`config.mk`:
```
export PLATFORM = sky130hd
export DESIGN_NAME = fetch_queue_flat
export DESIGN_NICKNAME = d
export VERILOG_FILES = /design/src/rtl/fetch_queue_pkg.sv /design/src/rtl/fetch_queue_if.sv /design/src/rtl/fetch_queue_fifo.sv /design/src/rtl/fetch_queue.sv /design/src/flat_wrapper.sv
export SDC_FILE = /design/constraint.sdc
export NUM_CORES = 1
export LEC_CHECK = 0
export CORE_ASPECT_RATIO = 1.4
export CORE_MARGIN = 2
export CORE_UTILIZATION = 63
export CTS_BUF_LIST = sky130_fd_sc_hd__clkbuf_16
export CTS_CLUSTER_SIZE = 24
export DETAILED_ROUTE_END_ITERATION = 8
export DONT_BUFFER_PORTS = 1
export PLACE_DENSITY = 0.78
export SYNTH_ARGS = -nofsm -noshare
export SYNTH_HDL_FRONTEND = slang
export SYNTH_SLANG_ARGS = --single-unit
```
`constraint.sdc`:
```
create_clock -name i_clk -period 3.9 [get_ports i_clk]
set_clock_uncertainty 0.1 [all_clocks]
set_input_delay 0.195 -clock i_clk [delete_from_list [all_inputs] [get_ports i_clk]]
set_output_delay 0.195 -clock i_clk [all_outputs]
set_load 0.02 [all_outputs]
```
`src/rtl/fetch_queue_pkg.sv`:
```
// fetch_queue_pkg: shared constants, entry type and width helper for the fetch queue
package fetch_queue_pkg;
  localparam int DEPTH_DEF = 4;
  localparam logic [31:0] NOP_INSTR = 32'd0;
  typedef struct packed {
    logic [31:0] pc;
    logic [31:0] instr;
  } fetch_entry_t;
  // counters and pointers need one extra bit so that DEPTH itself is representable
  function automatic int cnt_w(int depth);
    return $clog2(depth) + 1;
  endfunction
endpackage

```
`src/rtl/fetch_queue_if.sv`:
```
// fetch_queue_if: imem request/response, redirect and decode-side handshake bundle
//   master = fetch_queue side, slave = imem / pipeline side
interface fetch_queue_if;
  logic        imem_req_valid;
  logic [31:0] imem_req_addr;
  logic        imem_req_ready;
  logic        imem_rsp_valid;
  logic [31:0] imem_rsp_data;
  logic        redirect_valid;
  logic [31:0] redirect_pc;
  logic        out_valid;
  logic [31:0] out_pc;
  logic [31:0] out_instr;
  logic        out_ready;
  modport master (
    output imem_req_valid, imem_req_addr, out_valid, out_pc, out_instr,
    input  imem_req_ready, imem_rsp_valid, imem_rsp_data, redirect_valid, redirect_pc, out_ready
  );
  modport slave (
    input  imem_req_valid, imem_req_addr, out_valid, out_pc, out_instr,
    output imem_req_ready, imem_rsp_valid, imem_rsp_data, redirect_valid, redirect_pc, out_ready
  );
endinterface

```
`src/rtl/fetch_queue_fifo.sv`:
```
// fetch_queue_fifo: circular buffer of {pc, instr} entries
//   i_clk, i_rst_n (async active-low), i_wr/i_wdata enqueue, i_rd dequeue, i_clr flush,
//   o_rdata head entry, o_empty, o_count occupancy
module fetch_queue_fifo
  import fetch_queue_pkg::*;
#(
  parameter int DEPTH = DEPTH_DEF
) (
  input  logic                      i_clk,
  input  logic                      i_rst_n,
  input  logic                      i_wr,
  input  fetch_entry_t              i_wdata,
  input  logic                      i_rd,
  input  logic                      i_clr,
  output fetch_entry_t              o_rdata,
  output logic                      o_empty,
  output logic [cnt_w(DEPTH)-1:0]   o_count
);
  localparam int AW = $clog2(DEPTH);
  fetch_entry_t r_mem [DEPTH];
  logic [AW:0] r_wp, r_rp;
  logic w_full;
  // pointers carry an extra lap bit: equal means empty, lap differs with equal index means full
  assign o_count = r_wp - r_rp;
  assign o_empty = r_wp == r_rp;
  assign w_full  = (r_wp[AW] != r_rp[AW]) && (r_wp[AW-1:0] == r_rp[AW-1:0]);
  assign o_rdata = r_mem[r_rp[AW-1:0]];
  always_ff @(posedge i_clk or negedge i_rst_n)
    if (!i_rst_n) begin
      r_wp <= '0;
      r_rp <= '0;
    end else if (i_clr) begin
      r_wp <= '0;
      r_rp <= '0;
    end else begin
      if (i_wr) assert (!w_full);
      if (i_wr) r_wp <= r_wp + (AW+1)'(1);
      if (i_rd) r_rp <= r_rp + (AW+1)'(1);
    end
  always_ff @(posedge i_clk)
    if (i_wr && !i_clr) r_mem[r_wp[AW-1:0]] <= i_wdata;
endmodule

```
`src/rtl/fetch_queue.sv`:
```
// fetch_queue: in-order imem fetch front end with credit-limited requests, redirect flush and output queue
//   i_clk, i_rst_n (async active-low), fq (fetch_queue_if.master: imem req/rsp, redirect, out handshake)
//   Optional FETCH_QUEUE_BYPASS_EN: a response arriving at an empty, non-draining queue drives out_* directly
module fetch_queue
  import fetch_queue_pkg::*;
#(
  parameter int          DEPTH    = DEPTH_DEF,
  parameter logic [31:0] RESET_PC = 32'd0
) (
  input logic           i_clk,
  input logic           i_rst_n,
  fetch_queue_if.master fq
);
  localparam int CW = cnt_w(DEPTH);
  logic [31:0] r_fetch_pc, r_rsp_pc;
  logic [CW-1:0] r_inflight, r_drop, w_count, w_count_nx, w_inflight_nx;
  logic r_req_valid, w_fire, w_take, w_byp, w_wr, w_rd, w_empty;
  fetch_entry_t w_head, w_wdata;
  assign w_fire = r_req_valid & fq.imem_req_ready;
  // a response is kept only when nothing stale is pending and no redirect is flushing this cycle
  assign w_take = fq.imem_rsp_valid & ~fq.redirect_valid & (r_drop == '0);
`ifdef FETCH_QUEUE_BYPASS_EN
  assign w_byp = w_take & w_empty;
`else
  assign w_byp = 1'b0;
`endif
  assign w_wr = w_take & ~(w_byp & fq.out_ready);
  assign w_rd = ~w_empty & fq.out_ready;
  assign w_wdata = '{pc: r_rsp_pc, instr: fq.imem_rsp_data};
  assign w_inflight_nx = r_inflight + CW'(w_fire) - CW'(fq.imem_rsp_valid);
  assign w_count_nx = fq.redirect_valid ? '0 : w_count + CW'(w_wr) - CW'(w_rd);
  fetch_queue_fifo #(.DEPTH(DEPTH)) u_fifo (
    .i_clk   (i_clk),
    .i_rst_n (i_rst_n),
    .i_wr    (w_wr),
    .i_wdata (w_wdata),
    .i_rd    (w_rd),
    .i_clr   (fq.redirect_valid),
    .o_rdata (w_head),
    .o_empty (w_empty),
    .o_count (w_count)
  );
  assign fq.imem_req_valid = r_req_valid;
  assign fq.imem_req_addr  = r_fetch_pc;
  assign fq.out_valid      = ~w_empty | w_byp;
  assign fq.out_pc         = ~w_empty ? w_head.pc : w_byp ? r_rsp_pc : 32'd0;
  assign fq.out_instr      = ~w_empty ? w_head.instr : w_byp ? fq.imem_rsp_data : NOP_INSTR;
  // req_valid is registered from next-state occupancy so it never depends combinationally on inputs
  always_ff @(posedge i_clk or negedge i_rst_n)
    if (!i_rst_n) begin
      r_req_valid <= 1'b0;
      r_fetch_pc  <= RESET_PC;
      r_rsp_pc    <= RESET_PC;
      r_inflight  <= '0;
      r_drop      <= '0;
    end else begin
      r_req_valid <= ({1'b0, w_count_nx} + {1'b0, w_inflight_nx}) < (CW+1)'(DEPTH);
      r_fetch_pc  <= fq.redirect_valid ? fq.redirect_pc : r_fetch_pc + 32'(w_fire);
      r_rsp_pc    <= fq.redirect_valid ? fq.redirect_pc : r_rsp_pc + 32'(w_take);
      r_inflight  <= w_inflight_nx;
      r_drop      <= fq.redirect_valid ? w_inflight_nx :
                     (fq.imem_rsp_valid && r_drop != '0) ? r_drop - CW'(1) : r_drop;
    end
endmodule

```
`src/flat_wrapper.sv`:
```
// flat-port wrapper written by rule: the top's interface ports become plain ports
module fetch_queue_flat import fetch_queue_pkg::*;
#(
  parameter int          DEPTH    = DEPTH_DEF,
  parameter logic [31:0] RESET_PC = 32'd0
)
  (i_clk, i_rst_n, fq_imem_req_valid, fq_imem_req_addr, fq_out_valid, fq_out_pc, fq_out_instr, fq_imem_req_ready, fq_imem_rsp_valid, fq_imem_rsp_data, fq_redirect_valid, fq_redirect_pc, fq_out_ready);
  fetch_queue_if fq_i ();
  input logic i_clk;
  input logic i_rst_n;
  output wire logic [$bits(fq_i.imem_req_valid)-1:0] fq_imem_req_valid;
  output wire logic [$bits(fq_i.imem_req_addr)-1:0] fq_imem_req_addr;
  output wire logic [$bits(fq_i.out_valid)-1:0] fq_out_valid;
  output wire logic [$bits(fq_i.out_pc)-1:0] fq_out_pc;
  output wire logic [$bits(fq_i.out_instr)-1:0] fq_out_instr;
  input wire logic [$bits(fq_i.imem_req_ready)-1:0] fq_imem_req_ready;
  input wire logic [$bits(fq_i.imem_rsp_valid)-1:0] fq_imem_rsp_valid;
  input wire logic [$bits(fq_i.imem_rsp_data)-1:0] fq_imem_rsp_data;
  input wire logic [$bits(fq_i.redirect_valid)-1:0] fq_redirect_valid;
  input wire logic [$bits(fq_i.redirect_pc)-1:0] fq_redirect_pc;
  input wire logic [$bits(fq_i.out_ready)-1:0] fq_out_ready;
  assign fq_imem_req_valid = fq_i.imem_req_valid;
  assign fq_imem_req_addr = fq_i.imem_req_addr;
  assign fq_out_valid = fq_i.out_valid;
  assign fq_out_pc = fq_i.out_pc;
  assign fq_out_instr = fq_i.out_instr;
  assign fq_i.imem_req_ready = fq_imem_req_ready;
  assign fq_i.imem_rsp_valid = fq_imem_rsp_valid;
  assign fq_i.imem_rsp_data = fq_imem_rsp_data;
  assign fq_i.redirect_valid = fq_redirect_valid;
  assign fq_i.redirect_pc = fq_redirect_pc;
  assign fq_i.out_ready = fq_out_ready;
  fetch_queue #(.DEPTH(DEPTH), .RESET_PC(RESET_PC)) u_core (.i_clk(i_clk), .i_rst_n(i_rst_n), .fq(fq_i));
endmodule
```
==> impl_metrics.py, run 1 <==
metrics = {
    "cells_and_area": {
        "fin_cells": 1296,
        "nets": 1060,
        "drive_gt1_share_pct": 16.28,
        "final_area_um2": 16400,
        "syn2layout_area_growth_pct": 14.93,
        "post-route-util_pct": 73.34,
        "antenna_cells": 0,
    },
    "detailed_routing": {
        "drtPass1Iterations": 5,
        "drt-total-wl_mm": 29.56,
        "final_antenna_net_count": 0,
        "routed_via_density": 6.357,
        "drc": 0,
        "drt_iter0_markers": 591,
        "vias": 8239,
        "wl_per_cell_um": 22.81,
    },
    "setup_path": {
        "slowest_stage": "o31ai_1",
        "cp.arrival_ns": 4.02,
        "crit_family": "adder cells",
        "rr_endpoint": "u_core.fq.imem_req_valid$_DFF_PN0_",
        "required_ns": 4.27,
        "cp-start-kind": "register",
        "timing.rr.start": "u_core.u_fifo.r_wp[0]$_DFFE_PN0P_",
        "slowest_delay_ns": 0.59,
        "rr_worst_depth": 13,
        "crit_path_cell_trace": "xor2_1 -> o31ai_1 -> fa_1 -> inv_1 -> fa_1 -> inv_1 -> ha_1 -> xor2_1 -> xnor2_1 -> nor2_1 -> ha_1 -> or3_1 -> a41oi_1",
        "endpoint_kind": "register",
        "reg2reg_setup_slack_ns": 0.25,
        "cp_max_fo": 5,
        "critPathBufInv": 2,
        "critPathKind": "reg2reg",
    },
    "synth": {
        "synthTopCellsByArea": "edfxtp_1 54%, dfrtp_1 14%, mux4_2 10%",
        "synth_flop_cell": "edfxtp_1",
        "synthDistinctLibCells": 52,
        "yosysWarnings": 0,
        "synth_top_cell_area_share_pct": 53.86,
        "syn_nets": 985,
        "synthCells": 895,
        "netlist_area_um2": 14270,
        "ys_ff_latch": 333,
        "yosysMostFrequentCell": "edfxtp_1",
        "ys_seq_area_share_pct": 67.36,
        "yosysTopAreaCell": "edfxtp_1",
        "ys_top_cells_by_count": "256 x edfxtp_1, 77 x dfrtp_1, 67 x nor2b_1",
        "synth_edf_count": 256,
        "async_flop_share_pct": 23.12,
        "syn_avg_cell_area_um2": 15.95,
    },
    "global_route": {
        "met1_usage_pct": 32.21,
        "grt_pass1_vias": 8789,
        "gr-usage-all-layers_pct": 25.15,
        "grt_overflow": 0,
        "met3_usage_pct": 3.583,
        "top_usage_layer": "met2",
        "grt_max_degree": 78,
        "antenna_found_initial": 0,
        "use_met2_pct": 45.01,
        "grt_pass1_wl_mm": 47.29,
    },
    "floorplanning": {
        "dieHeight_um": 182.1,
        "dieWidth_um": 131.2,
        "core_um2": 22370,
        "start_util_pct": 63.82,
        "fp-row-count": 65,
        "io_pins": 168,
        "dieArea_um2": 23890,
    },
    "clock_network": {
        "clk_latency_ns": 0.56,
        "postCtsSetupRepairBufs": 0,
        "hold_buffers": 73,
        "cts-root-buf": "clkbuf_16",
        "cts_tree": "built",
        "cts_buffers": 31,
        "path_clk_slew_ns": 0.07,
        "clock_path_buffers": 3,
        "htree_levels": 1,
        "ctsResizeCount": 0,
        "clock-sinks": 333,
    },
    "power_and_ir_drop": {
        "powerDensity_nw_per_um2": 569.6,
        "leakage_nw": 5.528,
        "peakVddDrop_mv": 0.3789,
    },
    "placed_design": {
        "placed_area_um2": 14620,
        "dp_hpwl_mm": 18.16,
        "dpl.cell_count": 1165,
        "portBuffers": 0,
        "gp_congestion": 0.8628,
    },
    "outcome": {
        "status": "finished clean",
    },
    "sta": {
        "setup_violations": 0,
        "rsz0062_at_grt": "no",
        "setup-tns-final_ns": 0,
        "max_slew_margin_pct": 35.89,
        "min_period_ns": 3.647,
        "max_clock_freq_mhz": 274.2,
        "hold_viol": 0,
        "tightest_slew_ns": 0.9617,
        "drv_slew": 0,
        "fin_crit_sh_pct": 93.53,
    },
    "worst_hold_path": {
        "hp-class": "in2async",
    },
    "job": {
        "maxCapViolCount": 0,
    },
}
==> stage by stage <==
stage | hold slack (ns) | setup slack [ns] | total power (W)
after floorplan | -0.2006 | 0.3563 | 0.005913
after global placement | -0.1973 | 0.3831 | 0.006234
after detailed placement | -0.1984 | 0.2951 | 0.006313
after CTS | 0.08236 | 0.2583 | 0.009417
after global routing | 0.1161 | 0.02263 | 0.009747
final | 0.07385 | 0.2525 | 0.009343
==> report_power, final <==
part	switching [W]	internal (W)	leakage, nW
sequential	0.000250	0.00405	3.21
clock	0.00128	0.00172	0.517
combinational	0.00126	0.000782	1.81
total	0.00279	0.00655	5.53
==> final cells by class <==
cell class	count	area [um2]
sequential	333	9619
fill	1378	5962
multi-input combinational	492	4390
timing repair buffer	87	900.9
clock buffer	31	775.7
tap	301	376.6
clock inverter	27	246.5
inverter	25	93.84
==> registers in the layout, summed over array words and instances (netlist names) <==
name,count
u_core.u_fifo.r_mem,256
u_core.r_drop,3
u_core.fq.imem_req_addr,32
u_core.u_fifo.r_rp,3
u_core.u_fifo.r_wp,3
u_core.r_rsp_pc,32
u_core.fq.imem_req_valid,1
u_core.r_inflight,3
==> per-layer routing <==
| layer | routed length, um | vias up |
|---|---|---|
| met5 | 0 | - |
| met4 | 689 | 0 |
| met3 | 1582 | 55 |
| met2 | 15690 | 335 |
| met1 | 11590 | 4181 |
| li1 | - | 3668 |
==> cells by family (layout without fill, tap and decap cells) <==
logic type	after synthesis	in the layout	share of synthesized area (%)
buffers and inverters	70	170	1.946
and+or+nand+nor	266	266	10.89
adders and majority gates	20	20	1.911
muxes	84	84	11.66
DFF	333	333	67.36
xor gates and xnor gates	35	35	2.148
AOI/OAI and AO/OA	87	87	4.085
==> worst max-delay path by stage <==
stage                                 startpoint                                 end  depth (start not counted)
3_5_place_dp   u_core.u_fifo.r_wp[0]$_DFFE_PN0P_  u_core.fq.imem_req_valid$_DFF_PN0_                         13
2_1_floorplan  u_core.u_fifo.r_rp[0]$_DFFE_PN0P_  u_core.fq.imem_req_valid$_DFF_PN0_                         14
3_3_place_gp   u_core.u_fifo.r_rp[0]$_DFFE_PN0P_  u_core.fq.imem_req_valid$_DFF_PN0_                         13
6_report       u_core.u_fifo.r_wp[0]$_DFFE_PN0P_  u_core.fq.imem_req_valid$_DFF_PN0_                         13
4_1_cts        u_core.u_fifo.r_wp[0]$_DFFE_PN0P_  u_core.fq.imem_req_valid$_DFF_PN0_                         13
5_1_grt        u_core.u_fifo.r_rp[0]$_DFFE_PN0P_  u_core.fq.imem_req_valid$_DFF_PN0_                         13
==> placed cells by master (no fill, tap or decap), drive strengths merged, types with 21 or more instances in the layout <==
cell type	count
nor2	34
inv	33
xnor2	24
dfrtp	77
mux4	64
nand4	24
a31oi	21
clkbuf	31
nor2b	67
nand2	26
edfxtp	256
dlygate4sd3	71
No activity file was read; power rests on OpenSTA's default activity.
==> inputs of run 2 (changes only) <==
- ABC_AREA: not set -> 1
- CORE_UTILIZATION: 63 -> 64
- PLACE_DENSITY: 0.78 -> 0.8
==> impl_metrics.py, run 2 <==
metrics = {
    "cells_and_area": {
        "syn2layout_area_growth_pct": 13.01,
        "drive_gt1_share_pct": 6.483,
        "largest_register_ffs": 256,
        "final_common_cell": "nor2_1",
        "antenna_cells": 0,
        "final_cell_mix": "329 x nor2_1, 256 x edfxtp_1, 251 x nand2_1",
        "nets": 1626,
        "nFillCells": 1504,
    },
    "worst_hold_path": {
        "hp-class": "in2async",
    },
    "sta": {
        "min_period_ns": 3.561,
        "timing.final.ws_setup_ns": 0.3392,
        "setup_violations": 0,
        "rsz0062_at_grt": "no",
        "hold_viol": 0,
        "hold-worst-slack_ns": 0.07641,
        "max_slew_margin_pct": 21.96,
        "tightest_slew_ns": 1.171,
        "max_clock_freq_mhz": 280.8,
        "drv_slew": 0,
        "fin_crit_sh_pct": 91.30,
    },
    "clock_network": {
        "clock_path_buffers": 3,
        "ctsResizeCount": 0,
        "cts_tree": "built",
        "cts-root-buf": "clkbuf_16",
        "clk_latency_ns": 0.55,
        "path_clk_slew_ns": 0.07,
        "htree_levels": 1,
        "cts_buffers": 29,
        "clock-sinks": 333,
    },
    "global_route": {
        "grt_pass1_vias": 10710,
        "met1_usage_pct": 31.89,
        "use_met2_pct": 49.10,
        "grt_overflow": 0,
        "grt_pass1_wl_mm": 52.72,
        "gr-usage-all-layers_pct": 27.13,
        "top_usage_layer": "met2",
        "met3_usage_pct": 4.428,
        "antenna_found_initial": 0,
        "grt_max_degree": 131,
    },
    "synth": {
        "synth_top_cell_area_share_pct": 51.65,
        "synth_flop_cell": "edfxtp_1",
        "syn_avg_cell_area_um2": 10.08,
        "synthDistinctLibCells": 32,
        "syn_nets": 1566,
        "yosysTopAreaCell": "edfxtp_1",
        "yosysMostFrequentCell": "nor2_1",
        "ys_seq_area_share_pct": 64.59,
        "ys_ff_latch": 333,
        "async_flop_share_pct": 23.12,
        "netlist_area_um2": 14880,
        "synthTopCellsByArea": "edfxtp_1 52%, dfrtp_1 13%, nor2_1 8.4%",
        "synthCells": 1476,
        "ys_top_cells_by_count": "333 x nor2_1, 256 x edfxtp_1, 251 x nand2_1",
        "synth_edf_count": 256,
        "yosysWarnings": 0,
    },
    "placed_design": {
        "gp_congestion": 0.8704,
        "portBuffers": 0,
        "dp_hpwl_mm": 19.69,
        "pre_cts_slack_ns": 0.3759,
    },
    "setup_path": {
        "cp.arrival_ns": 3.27,
        "reg2reg_setup_slack_ns": 0.38,
        "critPathKind": "reg2out",
        "cp-start-kind": "register",
        "rr_worst_depth": 14,
        "rr_endpoint": "u_core.fq.imem_req_valid$_DFF_PN0_",
        "timing.rr.start": "u_core.u_fifo.r_rp[0]$_DFFE_PN0P_",
        "cp_max_fo": 67,
        "endpoint_kind": "output port",
        "required_ns": 3.61,
    },
    "detailed_routing": {
        "routed_via_density": 5.667,
        "wl_per_cell_um": 17.68,
        "final_antenna_net_count": 0,
        "vias": 10560,
        "drt-total-wl_mm": 32.96,
        "drc": 0,
        "drtPass1Iterations": 7,
        "drt_iter0_markers": 749,
    },
    "floorplanning": {
        "fp-row-count": 66,
        "dieWidth_um": 132.9,
        "core_um2": 23040,
        "dieArea_um2": 24510,
        "io_pins": 168,
        "start_util_pct": 64.60,
        "dieHeight_um": 184.4,
    },
    "power_and_ir_drop": {
        "leakage_nw": 6.356,
        "powerDensity_nw_per_um2": 540.6,
        "peakVddDrop_mv": 0.3371,
    },
    "outcome": {
        "status": "finished clean",
    },
    "job": {
        "maxCapViolCount": 0,
    },
}
[run 2: changes by cell type after synthesis, sizes merged, moves of 21 or more]
| cell | change |
|---|---|
| a21oi | +65 |
| a31oi | -21 |
| buf | +28 |
| inv | +63 |
| mux4 | -64 |
| nand2 | +232 |
| nand3 | +59 |
| nand4 | -21 |
| nor2 | +319 |
| nor2b | -67 |
| o21ai | +152 |
[run 2: worst max-delay path, cell delays in order, from the launching register on]
cell and delay [ns]:
dfrtp_2 0.37, buf_4 0.68, inv_2 0.29, buf_4 0.43, nor2_1 0.22, o21ai_0 0.13
a21oi_1 0.56
[run 2: metrics by stage]
stage	setup TNS (ns)	instances	util [%]	power (W)	cell area [um2]
3_3_place_gp	0	1737	65.61	0.006170	15120
2_1_floorplan	-48.39	1476	-	0.005819	14890
6_report	0	1864	73.01	0.009094	16820
5_1_grt	0	1864	73.01	0.009499	16820
4_1_cts	0	1864	73.01	0.009127	16820
3_5_place_dp	0	1737	65.61	0.006234	15120
[run 2: layer usage]
| layer | vias up | share of wire [%] |
|---|---|---|
| met5 | - | 0 |
| met4 | 0 | 3.5 |
| met3 | 83 | 6.6 |
| met2 | 391 | 52 |
| met1 | 5005 | 38 |
| li1 | 5085 | - |
[run 2: cell families after synthesis]
family | share of synthesized area (%)
adder cells (fa/ha/maj) | 1.833
AO/OA/AOI/OAI | 9.070
XOR/XNOR | 0.6389
AND/OR/NAND/NOR | 19.55
buffers and inverters | 4.312
flip-flops | 64.59
[run 2: how the worst max path moves through the flow]
stage / depth (start not counted) / from / to
CTS: 6 / u_core.u_fifo.r_rp[1]$_DFFE_PN0P_ / fq_out_pc[12]
floorplan: 6 / u_core.r_drop[0]$_DFFE_PN0P_ / u_core.u_fifo.r_mem[0][0]$_DFFE_PP_
finish: 6 / u_core.u_fifo.r_rp[1]$_DFFE_PN0P_ / fq_out_pc[12]
global route: 6 / u_core.u_fifo.r_rp[1]$_DFFE_PN0P_ / fq_out_pc[12]
detailed placement: 14 / u_core.u_fifo.r_rp[0]$_DFFE_PN0P_ / u_core.fq.imem_req_valid$_DFF_PN0_
global placement: 14 / u_core.u_fifo.r_rp[0]$_DFFE_PN0P_ / u_core.fq.imem_req_valid$_DFF_PN0_
[run 2: final cells by class]
type                    count  area (um2)  share of cell area [%]
clock buffers              29       725.7                   4.314
multi-input cells         993        4658                   27.69
inverters                  89       335.3                   1.993
repair buffers             90       888.4                   5.281
flip-flops and latches    333        9619                   57.19
clock inverters            24       211.5                   1.257
well taps                 306       382.9                   2.276
[run 2: power breakdown]
part           internal [W]  switching (W)  total, W  leakage [nW]
Clock               0.00161        0.00121   0.00282         0.472
Combinational      0.000509        0.00151   0.00201          2.63
Sequential          0.00404       0.000214   0.00425          3.25
Total               0.00616        0.00293   0.00909          6.36
[run 2: repair_timing]
action,CTS,global route
setup buffers,0,0
hold buffers,74,0
hold endpoints to repair,280,0
==> inputs of run 3 (changes only) <==
- CORE_UTILIZATION: 64 -> 65
- PLACE_DENSITY: 0.8 -> 0.81
- clock period: 3.9 -> 4.2 ns (I/O delays scaled with it)
==> impl_metrics.py, run 3 (synthesized netlist as in run 2, its figures left out) <==
metrics = {
    "outcome": {
        "status": "finished clean",
    },
    "floorplanning": {
        "dieHeight_um": 183.0,
        "fp-row-count": 65,
        "io_pins": 168,
        "core_um2": 22530,
        "dieWidth_um": 131.9,
        "start_util_pct": 66.07,
        "dieArea_um2": 24140,
    },
    "power_and_ir_drop": {
        "leakage_nw": 6.410,
        "peakVddDrop_mv": 0.3209,
        "powerDensity_nw_per_um2": 509.1,
    },
    "cells_and_area": {
        "nFillCells": 1499,
        "syn2layout_area_growth_pct": 13.93,
        "post-route-util_pct": 75.27,
        "antenna_cells": 0,
        "nets": 1630,
        "final_cell_mix": "329 x nor2_1, 256 x edfxtp_1, 251 x nand2_1",
        "drive_gt1_share_pct": 6.458,
        "final_common_cell": "nor2_1",
        "largest_register_ffs": 256,
    },
    "placed_design": {
        "gp_congestion": 0.8835,
        "portBuffers": 0,
        "dp_hpwl_mm": 19.68,
    },
    "clock_network": {
        "ctsResizeCount": 0,
        "postCtsSetupRepairBufs": 0,
        "clk_latency_ns": 0.56,
        "cts-root-buf": "clkbuf_16",
        "cts_tree": "built",
        "clock_path_buffers": 3,
        "htree_levels": 1,
        "hold_buffers": 78,
        "cts_buffers": 30,
        "path_clk_slew_ns": 0.06,
        "clock-sinks": 333,
    },
    "detailed_routing": {
        "drtPass1Iterations": 5,
        "final_antenna_net_count": 0,
        "vias": 10710,
        "drt_iter0_markers": 789,
        "wl_per_cell_um": 18.09,
        "routed_via_density": 5.742,
        "drc": 0,
        "drt-total-wl_mm": 33.73,
    },
    "sta": {
        "rsz0062_at_grt": "no",
        "hold_viol": 0,
        "fin_crit_sh_pct": 87.12,
        "hold-worst-slack_ns": 0.05034,
        "setup-tns-final_ns": 0,
        "drv_slew": 0,
        "min_period_ns": 3.659,
        "tightest_slew_ns": 1.001,
        "max_slew_margin_pct": 33.26,
        "setup_violations": 0,
        "max_clock_freq_mhz": 273.3,
    },
    "setup_path": {
        "rr_worst_depth": 18,
        "cp.arrival_ns": 3.35,
        "timing.rr.start": "u_core.r_drop[0]$_DFFE_PN0P_",
        "cp-start-kind": "register",
        "endpoint_kind": "output port",
        "required_ns": 3.89,
        "rr_endpoint": "u_core.fq.imem_req_valid$_DFF_PN0_",
        "worstSetupStartpoint": "u_core.u_fifo.r_rp[0]$_DFFE_PN0P_",
        "reg2reg_setup_slack_ns": 0.57,
        "crit_path_end": "fq_out_pc[8]",
        "critPathKind": "reg2out",
        "cp_max_fo": 86,
    },
    "job": {
        "maxCapViolCount": 0,
    },
    "global_route": {
        "grt_max_degree": 88,
        "grt_overflow": 0,
        "gr-usage-all-layers_pct": 28.15,
        "grt_pass1_wl_mm": 54.05,
        "grt_pass1_vias": 10870,
        "antenna_found_initial": 0,
    },
    "worst_hold_path": {
        "hp-class": "in2reg",
    },
}
## run 3: changes by cell type in the layout (fill, tap and decap cells not counted), sizes merged
cell,change
clkinv,+4
dlygate4sd3,+4
clkbuf,+2
clkinvlp,-2
inv,-2
buf,-1
bufinv,+1
## run 3: layout make-up
class | instances | area (um2) | area share [%]
well taps | 301 | 376.6 | 2.221
clock buffers | 31 | 775.7 | 4.575
clock inverters | 25 | 246.5 | 1.454
repair buffers | 93 | 945.9 | 5.578
inverters | 89 | 335.3 | 1.977
multi-input cells | 993 | 4658 | 27.47
flip-flops and latches | 333 | 9619 | 56.73
## run 3: worst min-delay path by stage
stage | startpoint | to | slack [ns] | cells past startpoint
floorplan | i_rst_n | u_core.fq.imem_req_addr[0]$_DFF_PN0_ | -0.19 | 0
global placement | i_rst_n | u_core.fq.imem_req_addr[30]$_DFF_PN0_ | -0.18 | 0
detailed placement | i_rst_n | u_core.fq.imem_req_addr[30]$_DFF_PN0_ | -0.18 | 0
CTS | fq_redirect_valid | u_core.u_fifo.r_wp[0]$_DFFE_PN0P_ | 0.03 | 5
global route | fq_redirect_valid | u_core.u_fifo.r_wp[0]$_DFFE_PN0P_ | 0.07 | 5
finish | fq_redirect_valid | u_core.u_fifo.r_wp[0]$_DFFE_PN0P_ | 0.05 | 5
## run 3: layer usage
metal	track usage, %	share of wire [%]	vias to the layer above
met5	0	0	-
met4	12.30	3.7	0
met3	3.925	6.0	81
met2	50.60	51	413
met1	33.98	39	5125
li1	-	-	5090
## run 3: critical path, cell delays in order (launching register included)
cell and delay, ns:
dfrtp_4 0.48, buf_4 0.29, clkinv_2 0.12, buf_4 0.38, buf_4 0.69, o21ai_0 0.24, a21oi_1 0.56
## run 3: metrics by stage
step	instances	setup WS, ns	total power, W	cell area, um2
floorplan	1476	0.04798	0.005404	14890
global placement	1731	0.7379	0.005721	15130
detailed placement	1731	0.6287	0.005779	15130
CTS	1865	0.5000	0.008645	16960
global route	1865	0.3077	0.009005	16960
finish	1865	0.5411	0.008633	16960
## run 3: where the power goes
part / switching (W) / leakage (nW) / internal [W]
registers: 0.000197 / 3.25 / 0.00375
logic: 0.00141 / 2.65 / 0.000475
clock network: 0.00116 / 0.512 / 0.00164
total: 0.00277 / 6.41 / 0.00587
